<file path="src/rtl/rat_round_ctrl.sv">
// -----------------------------------------------------------------------------
// rat_round_ctrl
//
// Round sequencer for the whack-a-rat game on the 8-button / 8-LED board.
// It runs one timed game. During the game it lights a pseudo-random hole for a
// fixed window and judges button presses against that hole. It also keeps the
// score and counts the game seconds down to zero.
//
// Ports
//   clk         in   1  system clock, all logic on posedge
//   reset       in   1  synchronous, active-high reset
//   start       in   1  level; sampled in IDLE/OVER to begin a game
//   button      in   8  debounced buttons, active-high; bit i = hole i
//   rat         out  8  one-hot lit hole; 0 when no rat is shown
//   score       out  8  hits this game, 0..99 (saturating)
//   second      out  8  seconds remaining, GAME_SECONDS..0
//   playing     out  1  high in GAP/SHOW
//   game_over   out  1  high in OVER
//   hit_pulse   out  1  one-cycle pulse on a scored hit
//   miss_pulse  out  1  one-cycle pulse on a wrong press or a rat timeout
//   dbg_state   out  2  current FSM state (0 IDLE, 1 GAP, 2 SHOW, 3 OVER)
//
// Every output except playing/game_over/dbg_state is a register. Those three
// decode the state register directly. A press is judged in the cycle it is
// sampled, and its effect is visible one cycle later.
// -----------------------------------------------------------------------------
module rat_round_ctrl #(
  parameter int unsigned TICKS_PER_SEC = 50000000,
  parameter int unsigned GAME_SECONDS  = 30,
  parameter int unsigned MOLE_TICKS    = 25000000,
  parameter int unsigned GAP_TICKS     = 5000000,
  parameter logic [7:0]  LFSR_SEED     = 8'hA5
) (
  input  logic       clk,
  input  logic       reset,
  input  logic       start,
  input  logic [7:0] button,
  output logic [7:0] rat,
  output logic [7:0] score,
  output logic [7:0] second,
  output logic       playing,
  output logic       game_over,
  output logic       hit_pulse,
  output logic       miss_pulse,
  output logic [1:0] dbg_state
);

  // Counter widths only need to hold 0..N-1.
  localparam int unsigned TICK_W = (TICKS_PER_SEC > 1) ? $clog2(TICKS_PER_SEC) : 1;
  localparam int unsigned MOLE_W = (MOLE_TICKS > 1) ? $clog2(MOLE_TICKS) : 1;
  localparam int unsigned GAP_W  = (GAP_TICKS > 1) ? $clog2(GAP_TICKS) : 1;

  localparam logic [TICK_W-1:0] TICK_LAST    = TICK_W'(TICKS_PER_SEC - 1);
  localparam logic [MOLE_W-1:0] MOLE_LAST    = MOLE_W'(MOLE_TICKS - 1);
  localparam logic [GAP_W-1:0]  GAP_LAST     = GAP_W'(GAP_TICKS - 1);
  localparam logic [7:0]        SECONDS_INIT = 8'(GAME_SECONDS);
  localparam logic [7:0]        SCORE_MAX    = 8'd99;

  typedef enum logic [1:0] {
    S_IDLE = 2'd0,
    S_GAP  = 2'd1,
    S_SHOW = 2'd2,
    S_OVER = 2'd3
  } state_t;

  // ---------------------------------------------------------------------------
  // State and datapath registers
  // ---------------------------------------------------------------------------
  state_t              state;
  logic [7:0]          lfsr;
  logic [7:0]          btn_q;
  logic [2:0]          prev_hole;
  logic [TICK_W-1:0]   tick_cnt;
  logic [MOLE_W-1:0]   mole_cnt;
  logic [GAP_W-1:0]    gap_cnt;

  // Next-state values produced by the combinational process
  state_t              state_d;
  logic [7:0]          lfsr_d;
  logic [2:0]          prev_hole_d;
  logic [TICK_W-1:0]   tick_d;
  logic [MOLE_W-1:0]   mole_d;
  logic [GAP_W-1:0]    gap_d;
  logic [7:0]          rat_d;
  logic [7:0]          score_d;
  logic [7:0]          second_d;
  logic                hit_d;
  logic                miss_d;

  // Helper combinational signals
  logic [7:0]          press;
  logic [2:0]          hole_pick;
  logic                in_play;

  assign playing   = (state == S_GAP) || (state == S_SHOW);
  assign game_over = (state == S_OVER);
  assign dbg_state = state;
  assign in_play   = playing;

  // ---------------------------------------------------------------------------
  // Next-state / next-output logic
  // ---------------------------------------------------------------------------
  always_comb begin
    state_d     = state;
    prev_hole_d = prev_hole;
    tick_d      = tick_cnt;
    mole_d      = mole_cnt;
    gap_d       = gap_cnt;
    rat_d       = rat;
    score_d     = score;
    second_d    = second;
    hit_d       = 1'b0;
    miss_d      = 1'b0;

    // The Fibonacci LFSR uses taps 8,6,5,4, which are bits 7,5,4,3.
    lfsr_d = {lfsr[6:0], lfsr[7] ^ lfsr[5] ^ lfsr[4] ^ lfsr[3]};

    // A press is a rising edge of a button.
    press = button & ~btn_q;

    // Never light the same hole twice in a row.
    hole_pick = lfsr[2:0];
    if (hole_pick == prev_hole) begin
      hole_pick = lfsr[2:0] + 3'd1;
    end

    unique case (state)
      S_IDLE, S_OVER: begin
        rat_d = 8'd0;
        if (start) begin
          state_d  = S_GAP;
          score_d  = 8'd0;
          second_d = SECONDS_INIT;
          tick_d   = '0;
          gap_d    = '0;
        end
      end

      S_GAP: begin
        rat_d = 8'd0;
        if (gap_cnt == GAP_LAST) begin
          state_d     = S_SHOW;
          rat_d       = 8'd1 << hole_pick;
          prev_hole_d = hole_pick;
          mole_d      = '0;
        end else begin
          gap_d = gap_cnt + GAP_W'(1);
        end
      end

      S_SHOW: begin
        // The hit test comes first. A correct press on the timeout cycle
        // therefore scores as a hit.
        if (press == rat) begin
          hit_d   = 1'b1;
          score_d = (score >= SCORE_MAX) ? SCORE_MAX : score + 8'd1;
          state_d = S_GAP;
          gap_d   = '0;
          rat_d   = 8'd0;
        end else if (press != 8'd0) begin
          miss_d  = 1'b1;
          state_d = S_GAP;
          gap_d   = '0;
          rat_d   = 8'd0;
        end else if (mole_cnt == MOLE_LAST) begin
          miss_d  = 1'b1;
          state_d = S_GAP;
          gap_d   = '0;
          rat_d   = 8'd0;
        end else begin
          mole_d = mole_cnt + MOLE_W'(1);
        end
      end

      default: begin
        state_d = S_IDLE;
      end
    endcase

    // The game clock overrides the round FSM when time runs out. The judgement
    // above still keeps its score and its pulse.
    if (in_play) begin
      if (tick_cnt == TICK_LAST) begin
        tick_d = '0;
        if (second != 8'd0) begin
          second_d = second - 8'd1;
        end
        if (second == 8'd1) begin
          state_d = S_OVER;
          rat_d   = 8'd0;
        end
      end else begin
        tick_d = tick_cnt + TICK_W'(1);
      end
    end
  end

  // ---------------------------------------------------------------------------
  // Registers
  // ---------------------------------------------------------------------------
  always_ff @(posedge clk) begin
    if (reset) begin
      state      <= S_IDLE;
      lfsr       <= LFSR_SEED;
      btn_q      <= 8'd0;
      prev_hole  <= 3'd0;
      tick_cnt   <= '0;
      mole_cnt   <= '0;
      gap_cnt    <= '0;
      rat        <= 8'd0;
      score      <= 8'd0;
      second     <= SECONDS_INIT;
      hit_pulse  <= 1'b0;
      miss_pulse <= 1'b0;
    end else begin
      state      <= state_d;
      lfsr       <= lfsr_d;
      btn_q      <= button;
      prev_hole  <= prev_hole_d;
      tick_cnt   <= tick_d;
      mole_cnt   <= mole_d;
      gap_cnt    <= gap_d;
      rat        <= rat_d;
      score      <= score_d;
      second     <= second_d;
      hit_pulse  <= hit_d;
      miss_pulse <= miss_d;
    end
  end

endmodule

</file>
<file path="config.mk">
export PLATFORM = sky130hd
export DESIGN_NAME = rat_round_ctrl
export DESIGN_NICKNAME = d
export VERILOG_FILES = /design/src/rtl/rat_round_ctrl.sv
export SDC_FILE = /design/constraint.sdc
export NUM_CORES = 1
export LEC_CHECK = 0
export CORE_MARGIN = 2
export CORE_UTILIZATION = 66
export CTS_CLUSTER_DIAMETER = 80
export CTS_CLUSTER_SIZE = 10
export DETAILED_ROUTE_END_ITERATION = 16
export DONT_BUFFER_PORTS = 1
export PLACE_DENSITY = 0.91
export SLEW_MARGIN = 20
export SYNTH_ARGS = -nofsm -noshare
export SYNTH_HDL_FRONTEND = slang
export SYNTH_SLANG_ARGS = --single-unit
</file>
<file path="constraint.sdc">
create_clock -name clk -period 7.15 [get_ports clk]
set_input_delay 1.43 -clock clk [delete_from_list [all_inputs] [get_ports clk]]
set_output_delay 1.43 -clock clk [all_outputs]
set_load 0.02 [all_outputs]
</file>
Yosys cells after proc, flatten, opt, wreduce, memory -nomap -nowiden --
Index checks and enable logic that the tools add are counted.
Word-level totals: flip-flop bits (word level) 121, input port bits 11
Cells by class: bitwise gates (word level) 6, equality and inequality tests 17, order comparisons 1, add/sub/neg operators 6, shifts and indexed selects 1, mux-type cells 45, reduce and logical (&&, ||, !) cells 16
Operators with widths (count):
- 2-to-1 mux 8 bit | 15
- 2-to-1 mux 23 bit | 5
- 2-to-1 mux 26 bit | 4
- 2-to-1 mux 25 bit | 4
- case mux 23 bit (3 select lines) | 1
- case mux 25 bit (2 select lines) | 1
- adder 26 x 1 -> 26 bit (second input constant) | 1
- equality test 26 bit (second input constant) | 1
- adder 25 x 1 -> 25 bit (second input constant) | 1
- equality test 25 bit (second input constant) | 1
- case mux 8 bit (3 select lines) | 1
- adder 23 x 1 -> 23 bit (second input constant) | 1
- equality test 23 bit (second input constant) | 1
- 2-to-1 mux 2 bit | 8
- case mux 8 bit (2 select lines) | 1
- nonzero test 8 bit | 2
- inequality test 2 bit (second input constant) | 5
- adder 8 x 1 -> 8 bit (second input constant) | 1
- bitwise AND 8 bit | 1
- equality test 8 x 1 -> 1 bit (second input constant) | 1
- equality test 8 bit | 1
- greater-or-equal comparator 8 x 7 -> 1 bit (second input constant) | 1
- inverter 8 bit | 1
- nonzero test 2 bit | 4
- other kinds (20) | 29

Logic depth before layout (Yosys ltp) --
word-level depth 9, gate-level depth with buffers 10, depth with buffers taken out 8

Worst setup path before layout --
OpenSTA, ideal clock, no wires.
path kind input-to-reg, start point in button[6], end point reg score[3], stages on the path 8, arrival time 3.175 ns, slack 3.858 ns, library setup time 0.117 ns, data required time 7.033 ns, path buffers 1, path through nor2b_1 > xnor2_1 > nand2_1 > o41ai_4 > and3_1 > clkbuf_1 > a21oi_1 > a22o_1
On the way: word-level cells in the longest chain between the ends 4
RTL lines:
- start, declared | line 37 | input logic [7:0] button,
- bitwise AND 8 bit | line 119 | press = button & ~btn_q;
- equality test 8 bit | line 154 | if (press == rat) begin
- inequality test 2 x 1 -> 1 bit (no source line)
- AND reduction 3 bit (no source line)
- end signal, assigned | line 224 | score <= score_d;
- end, declared | line 39 | output logic [7:0] score,
Every way passes these cells. A chain may end at the register's enable or synchronous reset.

Worst setup path in the final report --
start point reg state[0], in the netlist dbg_state[0], end point out playing
On the way: word-level cells in the longest chain between the ends 2, elaborated cells between the ends (all ways) 3, classes of those cells 2 x eq/ne; 1 x reduce/logical
RTL lines:
- start, declared | line 69 | state_t state;
- start signal, assigned | line 216 | state <= state_d;
- equality test 2 x 1 -> 1 bit or equality test 2 bit (tied branches) | line 95 | assign playing = (state == S_GAP) || (state == S_SHOW);
- logical OR 1 bit * | line 95
- end, declared | line 41 | output logic playing,
Every way passes the cells marked *; elsewhere a longest branch is shown, timed or not.

==> summary.md <==
| Metric | Value |
|---|---|
| Status | finished clean |
| Die Width | 100.6 um |
| Compound-Gate Fraction of Synth Area | 0.2019 |
| Setup Fix Bufs, Post-CTS | 0 |
| Total grt overflow | 0 |
| Clk_lat worst skew | 0.53 ns |
| Clock-pin slew on the worst setup and hold paths | 0.06 ns |
| Mux share of post-synthesis cell area | 0.01179 |
| Post-CTS sizing | 0 |
| Antenna Nets Post-Route | 0 |
| Fin Clk Skew | 0.009494 ns |
| RSZ-0062 raised after global routing | false |
| Synthesized flop and latch total | 121 |
| Initial antenna violation count | 1 |
| Worst setup SP type | flip-flop |
| Reg area | 2422 um^2 |
| Top post-synthesis cells by area | dfxtp_1 (39%), a21oi_1 (6.0%), nor2_1 (4.1%) |
| Routed vias/inst | 6.893 |
| Total power | 0.002207 W |
| Initial DRC Count | 524 |
| Critical path class | flip-flop to output port |
| Reg-to-Reg Start | dbg_state[0] |
| Largest net degree at the start of global routing | 72 |
| Pre-CTS WS | 3.035 ns |
| CTS root buf | clkbuf_8 |
| Highest ir drop seen on vdd | 268.4 uV |
| Net Count, Synth | 788 |
| Starting Density | 0.6725 |
| Post-Synthesis Cells | 767 |
| H-tree depth | 4 |
| Max_cap viols | 0 |
| Dominant cell by count in the synthesized netlist | dfxtp_1 |
| CTS sink cnt | 121 |
| Slew Limit Headroom | 0.2973 |
| Number of synthesized flops with an enable pin | 0 |
| Final WL | 15960 um |
| Minimum clock period after layout | 3.966 ns |
| CTS Buf Count | 17 |
| Die span in y | 100.6 um |
| Die area | 10110 um^2 |
| Simple-gate share of the synthesized area | 0.3060 |
| Io pins | 41 |
| FMAX | 0.2521 GHz |
| Syn avg cell area | 8.024 um^2 |
| Share of post-route cells with drive strength above 1 | 0.07227 |
| Final Max Tran Viols | 0 |
| Commonest cells post-synth | dfxtp_1 (121), a21oi_1 (74), nor2_1 (67) |
| Post-DP HPWL | 10010 um |
| First-pass GRT wire length | 26740 um |
| Final nets | 769 |
| Final Hold Fails | 0 |
| Synth async-reset ratio | 0 |
| Largest family of logic cells by synthesized area | simple AND/OR/NAND/NOR gates |
| Seq/Total Area, Yosys | 0.3936 |
| Setup crit start | dbg_state[0] |
| WL/cell | 18.28 um |
| Area occupied by multi-input gates | 3500 um^2 |
| DR vias | 6018 |
| Drt first pass iters | 8 |
| Routability cong. | 0.8583 |
| # port buffers | 0 |
| TritonCTS clock tree | done |
| Synth Warn # | 0 |
| Aggregate global-route resource usage | 0.3260 |
| Number of remaining DRC errors | 0 |
| Hold Path Class | flip-flop to flip-flop |
| Final worst slack | 3.184 ns |
| Number of placement rows | 35 |
| Core area | 9153 um^2 |
| Share of the synthesized area in the top cell type | 0.3936 |
| Xor/xnor share of the synthesized area | 0.02846 |
| Fin Hold WS | 0.4303 ns |
| Setup TNS | 0 ns |
| Synth Cell Area | 6155 um^2 |
| Netlist cell types | 61 |
| Clock buffer depth | 2 |
| P_leak | 2.177 nW |
| Period utilization | 0.5547 |
| Worst-path fanout max | 17 |
| Final setup vio count | 0 |
| Vias in the first global route | 5772 |
| Hold Startpoint | lfsr[6] |
| Worst Max-Slew Pin Slew | 1.054 ns |
| Area grow syn2layout | 9.108% |
| CP Capture Type | output port |
| CP required | 5.72 ns |
| # hold bufs at CTS | 0 |
| Top_reg_cell synth | dfxtp_1 |
| Filler instances | 662 |
| Critical Path AT | 2.54 ns |
| Adder-cell share of the synthesized area | 0.02033 |
| Pwr/cell area | 328.7 nW/um^2 |
| Cell taking the most area after synthesis | dfxtp_1 |
[routing by layer]
layer,share of wire,track usage,up-vias
met5,0,0,-
li1,-,-,2812
met1,0.40,0.3878,2806
met3,0.085,0.08322,66
met2,0.49,0.5478,334
met4,0.034,0.1602,0
[through the flow]
| step | std cells | utilization | instance area (um^2) |
|---|---|---|---|
| 4_1_cts | 872 | 0.7333 | 6711 |
| 3_3_place_gp | 840 | 0.6711 | 6142 |
| 3_5_place_dp | 840 | 0.6711 | 6142 |
| 2_1_floorplan | 767 | - | 6155 |
| 6_report | 873 | 0.7337 | 6715 |
| 5_1_grt | 873 | 0.7337 | 6715 |
[worst max-delay path, stage by stage (launching register included)]
cell      delay, ns
dfxtp_1        0.58
inv_1          0.14
ha_1           0.70
clkinv_1       0.59
[layout by cell type (no fill, tap or decap), types with 8 or more instances in the layout]
cell type  instances
or3_1             31
nor4_1             8
nand2_1           66
inv_1             16
a21oi_1           74
o21ai_1           13
nor2b_1           20
nand3_1           41
o31ai_1            8
and2_1            13
and3_1            14
nor2_1            67
nor3_1            12
o21ai_0           45
a22oi_1           10
or4_1             17
clkbuf_16         16
ha_1              10
dfxtp_1          121
xnor2_1           15
a311oi_1          15
nand4_1           26
[state kept, by name, indices dropped and copies added, names as in the netlist, 2 cells and up]
signal / count
tick_cnt: 26
mole_cnt: 25
gap_cnt: 23
btn_q: 8
lfsr: 8
rat: 8
score: 8
second: 8
prev_hole: 3
dbg_state: 2
[cell type report]
class                   instances  area share
multi-input cells             588      0.5211
flip-flops and latches        121      0.3607
clock buffers                  17     0.06167
clock inverters                15     0.02310
well taps                     111     0.02068
inverters                      18     0.01006
repair buffers                  2    0.002236
diodes                          1   0.0003726
[worst paths after layout]
path / end / cells past startpoint / slack [ns]
worst max-delay path: playing / 3 / 3.18
worst min-delay path: lfsr[7] / 1 / 0.43
worst max register to register: gap_cnt[4] / 8 / 3.28
worst min register to register: lfsr[7] / 1 / 0.43
[cell families after synthesis]
logic type | count (synthesis)
compound gates | 201
fa+ha+maj | 10
mux | 7
flops | 121
simple gates | 350
xor+xnor | 20
buf+inv | 58
[power breakdown]
part / switching, W / internal (W)
logic: 0.000489 / 0.000158
clock network: 0.000346 / 0.000473
registers: 0.0000430 / 0.000697
total: 0.000878 / 0.00133
Note: power is estimated with default switching activity, not from simulation.
